**config.mk**
```make
export PLATFORM = sky130hd
export DESIGN_NAME = shift_sequencer_flat
export DESIGN_NICKNAME = d
export VERILOG_FILES = /design/src/rtl/shift_sequencer_if.sv /design/src/rtl/shift_sequencer.sv /design/src/flat_wrapper.sv
export SDC_FILE = /design/constraint.sdc
export NUM_CORES = 1
export LEC_CHECK = 0
export CAP_MARGIN = 20
export CORE_MARGIN = 1
export CORE_UTILIZATION = 38
export CTS_CLUSTER_DIAMETER = 120
export DETAILED_ROUTE_END_ITERATION = 8
export MAX_ROUTING_LAYER = met4
export PLACE_DENSITY = 0.64
export SYNTH_ARGS = -nofsm -noshare
export SYNTH_HDL_FRONTEND = slang
export SYNTH_SLANG_ARGS = --single-unit
```
**constraint.sdc**
```tcl
create_clock -name clk -period 3.5 [get_ports clk]
set_input_delay 0.35 -clock clk [delete_from_list [all_inputs] [get_ports clk]]
set_output_delay 0.35 -clock clk [all_outputs]
set_load 0.02 [all_outputs]
```
**src/rtl/shift_sequencer_if.sv**
```systemverilog
`default_nettype none
// ============================================================================
// Module      : shift_sequencer_if
// Description : Issuer-side handshake and operand bus of the shift sequencer.
// Revision    : 1.0 - initial release
// ============================================================================
interface shift_sequencer_if #(
    parameter int WIDTH = 16,
    parameter int CNT_W = 4
);
    logic             start;
    logic [1:0]       op;
    logic [CNT_W-1:0] amount;
    logic             fill_msb;
    logic             fill_lsb;
    logic [WIDTH-1:0] din;
    logic             abort;
    logic             busy;
    logic             done;
    logic [WIDTH-1:0] dout;

    modport master (
        output start, op, amount, fill_msb, fill_lsb, din, abort,
        input  busy, done, dout
    );

    modport slave (
        input  start, op, amount, fill_msb, fill_lsb, din, abort,
        output busy, done, dout
    );
endinterface
`default_nettype wire

```
**src/rtl/shift_sequencer.sv**
```systemverilog
`default_nettype none
// ============================================================================
// Module      : shift_sequencer
// Description : Iterates a 1-bit shift/rotate step N times on a latched word.
// Revision    : 1.0 - initial release
// ============================================================================
module shift_sequencer #(
    parameter int WIDTH = 16,
    parameter int CNT_W = 4
) (
    input  wire logic          clk,
    input  wire logic          rst,
    shift_sequencer_if.slave   bus
);
    localparam logic [1:0] c_OP_SHL = 2'd0;
    localparam logic [1:0] c_OP_SHR = 2'd1;
    localparam logic [1:0] c_OP_ROL = 2'd2;

    typedef enum logic [1:0] {
        S_IDLE  = 2'd0,
        S_SHIFT = 2'd1,
        S_DONE  = 2'd2
    } state_t;

    state_t           r_state;
    state_t           w_state_nxt;
    logic [WIDTH-1:0] r_dout;
    logic [WIDTH-1:0] w_step;
    logic [CNT_W-1:0] r_cnt;
    logic [1:0]       r_op;
    logic             r_fill_msb;
    logic             r_fill_lsb;
    logic             w_accept;

    // A new request is taken in IDLE and also in the DONE cycle (back-to-back).
    assign w_accept = bus.start && (r_state != S_SHIFT);

    always_ff @(posedge clk or posedge rst) begin
        if (rst) begin
            r_state <= S_IDLE;
        end else begin
            r_state <= w_state_nxt;
        end
    end

    always_comb begin
        w_state_nxt = r_state;
        case (r_state)
            S_IDLE, S_DONE: begin
                if (bus.start) begin
                    w_state_nxt = (bus.amount == '0) ? S_DONE : S_SHIFT;
                end else begin
                    w_state_nxt = S_IDLE;
                end
            end
            S_SHIFT: begin
                if (bus.abort) begin
                    w_state_nxt = S_IDLE;
                end else if (r_cnt == CNT_W'(1)) begin
                    w_state_nxt = S_DONE;
                end
            end
            default: w_state_nxt = S_IDLE;
        endcase
    end

    always_comb begin
        w_step = r_dout;
        case (r_op)
            c_OP_SHL: w_step = {r_dout[WIDTH-2:0], r_fill_lsb};
            c_OP_SHR: w_step = {r_fill_msb, r_dout[WIDTH-1:1]};
            c_OP_ROL: w_step = {r_dout[WIDTH-2:0], r_dout[WIDTH-1]};
            default:  w_step = {r_dout[0], r_dout[WIDTH-1:1]};
        endcase
    end

    // An aborted operation keeps its partial result; only the count is cleared.
    always_ff @(posedge clk or posedge rst) begin
        if (rst) begin
            r_dout     <= '0;
            r_cnt      <= '0;
            r_op       <= '0;
            r_fill_msb <= 1'b0;
            r_fill_lsb <= 1'b0;
        end else if (w_accept) begin
            r_dout     <= bus.din;
            r_cnt      <= bus.amount;
            r_op       <= bus.op;
            r_fill_msb <= bus.fill_msb;
            r_fill_lsb <= bus.fill_lsb;
        end else if (r_state == S_SHIFT) begin
            if (bus.abort) begin
                r_cnt <= '0;
            end else begin
                r_dout <= w_step;
                r_cnt  <= r_cnt - CNT_W'(1);
            end
        end
    end

    assign bus.busy = (r_state == S_SHIFT);
    assign bus.done = (r_state == S_DONE);
    assign bus.dout = r_dout;

endmodule
`default_nettype wire

```
**src/flat_wrapper.sv**
```systemverilog
// flat-port wrapper written by rule: the top's interface ports become plain ports
module shift_sequencer_flat 
#(
    parameter int WIDTH = 16,
    parameter int CNT_W = 4
)
  (clk, rst, bus_start, bus_op, bus_amount, bus_fill_msb, bus_fill_lsb, bus_din, bus_abort, bus_busy, bus_done, bus_dout);
  shift_sequencer_if #(.WIDTH(WIDTH), .CNT_W(CNT_W)) bus_i ();
  input  wire logic clk;
  input  wire logic rst;
  input wire logic [$bits(bus_i.start)-1:0] bus_start;
  input wire logic [$bits(bus_i.op)-1:0] bus_op;
  input wire logic [$bits(bus_i.amount)-1:0] bus_amount;
  input wire logic [$bits(bus_i.fill_msb)-1:0] bus_fill_msb;
  input wire logic [$bits(bus_i.fill_lsb)-1:0] bus_fill_lsb;
  input wire logic [$bits(bus_i.din)-1:0] bus_din;
  input wire logic [$bits(bus_i.abort)-1:0] bus_abort;
  output wire logic [$bits(bus_i.busy)-1:0] bus_busy;
  output wire logic [$bits(bus_i.done)-1:0] bus_done;
  output wire logic [$bits(bus_i.dout)-1:0] bus_dout;
  assign bus_i.start = bus_start;
  assign bus_i.op = bus_op;
  assign bus_i.amount = bus_amount;
  assign bus_i.fill_msb = bus_fill_msb;
  assign bus_i.fill_lsb = bus_fill_lsb;
  assign bus_i.din = bus_din;
  assign bus_i.abort = bus_abort;
  assign bus_busy = bus_i.busy;
  assign bus_done = bus_i.done;
  assign bus_dout = bus_i.dout;
  shift_sequencer #(.WIDTH(WIDTH), .CNT_W(CNT_W)) u_core (.clk(clk), .rst(rst), .bus(bus_i));
endmodule
```
Yosys cells after proc, flatten, opt, wreduce, memory -nomap -nowiden
Index checks and enable logic that the tools add are counted.
{"block": "op_classes", "add_sub_neg": 1, "multipliers": 0, "div": 0, "n_lt_le_gt_ge": 0, "n_eq_ne": 8, "shift": 0, "mux": 12, "n_bitwise": 0, "n_reduce_logical": 7}
{"op": "16-bit two-way mux", "count": 3}
{"op": "16-bit case mux with 3 select lines", "count": 1}
{"op": "4-bit two-way mux", "count": 3}
{"op": "2-bit two-way mux", "count": 4}
{"op": "2-bit by 1-bit == test with 1-bit output (second input constant)", "count": 2}
{"op": "2-bit == test (second input constant)", "count": 2}
{"op": "4-bit by 1-bit == test with 1-bit output (second input constant)", "count": 1}
{"op": "2-bit zero test", "count": 2}
{"op": "4-bit zero test", "count": 1}
{"op": "2-bit by 1-bit != test with 1-bit output (second input constant)", "count": 2}
{"op": "2-bit case mux with 2 select lines", "count": 1}
{"op": "4-bit by 1-bit subtractor with 4-bit output (second input constant)", "count": 1}
{"op": "3-bit by 2-bit != test with 1-bit output (second input constant)", "count": 1}
{"op": "2-bit AND reduction", "count": 1}
{"op": "2-bit nonzero test", "count": 1}
{"op": "2-bit OR reduction", "count": 1}
{"op": "1-bit logical AND", "count": 1}
{"block": "totals", "reg_bits": 26, "latch_bits": 0, "ram_bits": 0, "rom_bits": 0, "inputBits": 28, "out_inout_bits": 18, "elab_cells": 34, "n_memories": 0}

Longest topological paths before layout
{"block": "logic_depth", "ltp_word": 5, "depth_mapped": 6, "depth_no_buf": 5}

Worst setup path before layout
No wires, ideal clock.
{"block": "synth_timing", "kind": "reg-to-output", "start": "register u_core.r_state[1]", "end": "output port bus_busy", "t_arrival_ns": 1.170, "required_time_ns": 3.150, "slack_ns": 1.980, "stages_incl_launch_ff": 5, "n_path_buf": 2, "path_cell_list": "dfrtp_1 > nand2b_1 > buf_4 > clkinv_1 > buf_1"}
{"block": "synth_between", "elab_chain_cells": 1}
{"item": "start: declaration", "line_no": "shift_sequencer.sv:25", "rtl": "state_t r_state;"}
{"item": "start signal: assignment", "line_no": "shift_sequencer.sv:42", "rtl": "r_state <= w_state_nxt;"}
{"item": "2-bit by 1-bit == test with 1-bit output", "line_no": "shift_sequencer.sv:101", "rtl": "assign bus.busy = (r_state == S_SHIFT);"}
{"item": "end: declaration", "line_no": "flat_wrapper.sv:18", "rtl": "output wire logic [$bits(bus_i.busy)-1:0] bus_busy;"}
Every way passes these cells.

Worst setup path in the final report
Ends and elaborated chain as after synthesis.

==> metrics.md <==
| Metric | Value |
|---|---|
| Status | `finished, final reports clean` |
| Number of buffers created by CTS | `3` |
| Switching part of the total | `42.4%` |
| Starting density of the core | `39.4%` |
| Sequential area share after synthesis | `between 40% and 50%` |
| Worst Path Arrival | `roughly 2.3 ns` |
| P_int | `around 950 uW` |
| Buffers on Ports | `45` |
| Min cycle time layout | `2.68 ns` |
| Std cell rows | `23` |
| Detailed-route via count | `roughly 1500` |
| DP Wirelength | `2620 um` |
| Initial DRC count | `79` |
| Post-CTS Setup Bufs | `0` |
| First drt pass iteration count | `4` |
| Hold buffers post-CTS | `0` |
| Die extent in y | `66.4 um` |
| GPL Wtd Cong | `0.802` |
| Fillers | `360` |
| Clk Latency, worst-skew pair | `between 0.2 and 0.3 ns` |
| Leak | `0.000804 uW` |
| Diode count | `0` |
| Post-synthesis mux area share | `about 5.4%` |
| Congestion Overflow GR | `0` |
| Max_cap viols | `0` |
| Synthesized net count | `191` |
| Gr usage total | `20.2%` |
| Commonest non-fill, non-tap cell in the layout | `clkdlybuf4s50_1` |
| Syn Inst Count | `161` |
| Clock-pin transition on the worst setup and hold timing paths | `approximately 0.090 ns` |
| DRC | `0` |
| Register area | `651 um^2` |
| Post-synth EDFFs | `0` |
| PwrDens | `789 mW/mm^2` |
| Crit Path Class | `flip-flop to primary output` |
| Achievable Freq | `373 MHz` |
| Final Skew | `0.00302 ns` |
| Die Wd | `66.4 um` |
| Layout cells sized above 1 | `about 6.6%` |
| CORE AREA | `around 0.004 mm^2` |
| Slowest cell delay on critical path | `0.64 ns` |
| Area of the multi-input gates | `818 um^2` |
| Rel. slew slack | `about 37%` |
| Clock tree buffer depth | `2` |
| Setup violators final | `0` |
| Vias in the first global route | `approximately 1400` |
| Critical path required time | `3.15 ns` |
| Crit path capture type | `primary output` |
| Fin crit share | `76.6%` |
| Sum Neg Setup Slack | `0 ns` |
| Post-synthesis adder-cell area fraction | `1.59%` |
| RSZ-0062 raised after global routing | `no` |
| Post-DRT Antenna Nets | `0` |
| Die area | `0.00441 mm^2` |
| DR WL/cell | `16.1 um` |
| Pins Over Slew Limit | `0` |
| Mapped Area | `0.00158 mm^2` |
| TritonCTS clock tree | `yes` |
| Total Power | `1650 uW` |
| Ys flop type | `dfrtp_1` |
| Area delta synth->final | `33.0%` |
| Yosys warning count | `0` |
| Comb pwr share | `between 50% and 60%` |
| FF+latch count, synth | `26` |
| Largest net degree at the start of global routing | `33` |
| Startpoint Class | `flip-flop` |
| Initial antenna violation count | `0` |
| Htree depth | `1` |
| Slew @ Worst Pin | `0.939 ns` |
| Worst setup margin | `0.818 ns` |
| Crit Path Max Fanout | `19` |
| First-pass GRT wire length | `around 6600 um` |
| CP Cell Sequence | `nand2b_1 > clkinv_1 > clkdlybuf4s50_1` |
| Largest family of logic cells by synthesized area | `compound AO/OA/AOI/OAI gates` |
| Worst vdd ir | `~350 uV` |
| Nets | `228` |
| Pre-CTS WS | `1.02 ns` |
| Reg power frac | `36.9%` |
| Vias/cell | `5.96` |
| Most frequent cells in the layout | `45 x clkdlybuf4s50_1, 26 x dfrtp_1, 16 x nor2b_1, 16 x nor3_1` |
| Simple-gate share of the synthesized area | `16.4%` |
| Asr flop ratio synth | `100%` |
| Yosys cell types | `34` |
| Post-Route WL | `3950 um` |
| XOR/XNOR share of the synthesized area | `0.556%` |
| Power share of the clock group | `10.4%` |
| CTS Root Cell | `clkbuf_8` |
| Synth Area in Compound Gates | `28.0%` |
| # IOs | `46` |
| Final hold violation count | `0` |
| CTS Sinks | `26` |
| CTS resizes | `0` |
| Psw | `702 uW` |
| CP max stage cell | `clkdlybuf4s50_1` |
| Avg Inst Size Synth | `slightly below 10 um^2` |
| Min-Delay Path Class | `primary input to async pin` |
## state kept, by name, indices dropped and copies added (netlist names)
register	count
u_core.r_op	2
u_core.r_cnt	4
u_core.bus.dout	16
u_core.r_fill_lsb	1
u_core.r_fill_msb	1
u_core.r_state	2
## cell families after synthesis
| logic type | after synthesis |
|---|---|
| adder cells (fa/ha/maj) | 2 |
| XOR/XNOR | 1 |
| multiplexers | 8 |
| buffers and inverters | 24 |
| AND/OR/NAND/NOR | 44 |
| AO/OA/AOI/OAI | 56 |
| flip-flops | 26 |
## stage by stage
stage / hold slack [ns] / utilization, % / std cells / area, um^2
after floorplan: 0.390 / - / 161 / 1580
after global placement: 0.491 / 50.7 / 242 / 2030
after detailed placement: 0.511 / 50.7 / 242 / 2030
after CTS: 0.527 / 51.7 / 245 / 2070
after global routing: 0.506 / 52.4 / 246 / 2100
final: 0.413 / 52.4 / 246 / 2100
## final timing paths
| path | start | end | slack [ns] | cells past startpoint |
|---|---|---|---|---|
| min | rst | u_core.bus.dout[7]$_DFFE_PP0P_ | 0.41 | 2 |
| min reg2reg | u_core.r_fill_lsb$_DFFE_PP0P_ | u_core.r_fill_lsb$_DFFE_PP0P_ | 0.53 | 1 |
| max reg2reg | u_core.r_state[1]$_DFFE_PP0P_ | u_core.r_fill_msb$_DFFE_PP0P_ | 1.27 | 4 |
| max | u_core.r_state[1]$_DFFE_PP0P_ | bus_busy | 0.82 | 3 |
| max in group asynchronous | rst | u_core.bus.dout[11]$_DFFE_PP0P_ | 2.63 | 3 |
| min in group clk | u_core.r_fill_lsb$_DFFE_PP0P_ | u_core.r_fill_lsb$_DFFE_PP0P_ | 0.53 | 1 |
## cell usage after synthesis (2+ instances only)
| cell | count | area [um^2] |
|---|---|---|
| a211oi_1 | 2 | 15.0 |
| a221oi_1 | 14 | 123 |
| buf_2 | 4 | 20.0 |
| clkbuf_1 | 9 | 33.8 |
| dfrtp_1 | 26 | 651 |
| ha_1 | 2 | 25.0 |
| inv_1 | 7 | 26.3 |
| mux2_2 | 4 | 45.0 |
| mux2i_1 | 4 | 40.0 |
| nand2_1 | 2 | 7.51 |
| nand2b_1 | 2 | 12.5 |
| nor2b_1 | 16 | 100 |
| nor3_1 | 16 | 80.1 |
| nor3b_1 | 2 | 15.0 |
| o211ai_1 | 14 | 105 |
| o21ai_0 | 4 | 20.0 |
| o22ai_1 | 3 | 18.8 |
| o31ai_1 | 14 | 105 |
## metal layers
metal | vias up | global-route usage, % | share of wire, %
met2 | 48 | 32.3 | 47
met5 | - | - | 0
met1 | 719 | 26.5 | 47
li1 | 694 | - | -
met3 | 5 | 2.41 | 4.6
met4 | 0 | 7.18 | 1.3
## final cells by class
type,instances,area share [%]
timing repair buffer,48,23.5
multi-input combinational,111,39.0
sequential,26,31.0
clock buffer,3,1.97
tap,50,2.99
inverter,8,1.43
## power by group through the flow
stage | Clock (uW) | Sequential [uW] | Combinational [uW]
2_1_floorplan | 0 | 655 | 507
3_3_place_gp | 0 | 610 | 861
3_5_place_dp | 0 | 612 | 871
4_1_cts | 176 | 610 | 874
5_1_grt | 186 | 637 | 962
6_report | 171 | 611 | 873
## critical path: cells and delay by family (launching register included)
kind / cells / cell delay, ns
buffers and inverters: 2 / 1.06
DFF: 1 / 0.37
and+or+nand+nor: 1 / 0.63
No activity file was read; power rests on OpenSTA's default activity.
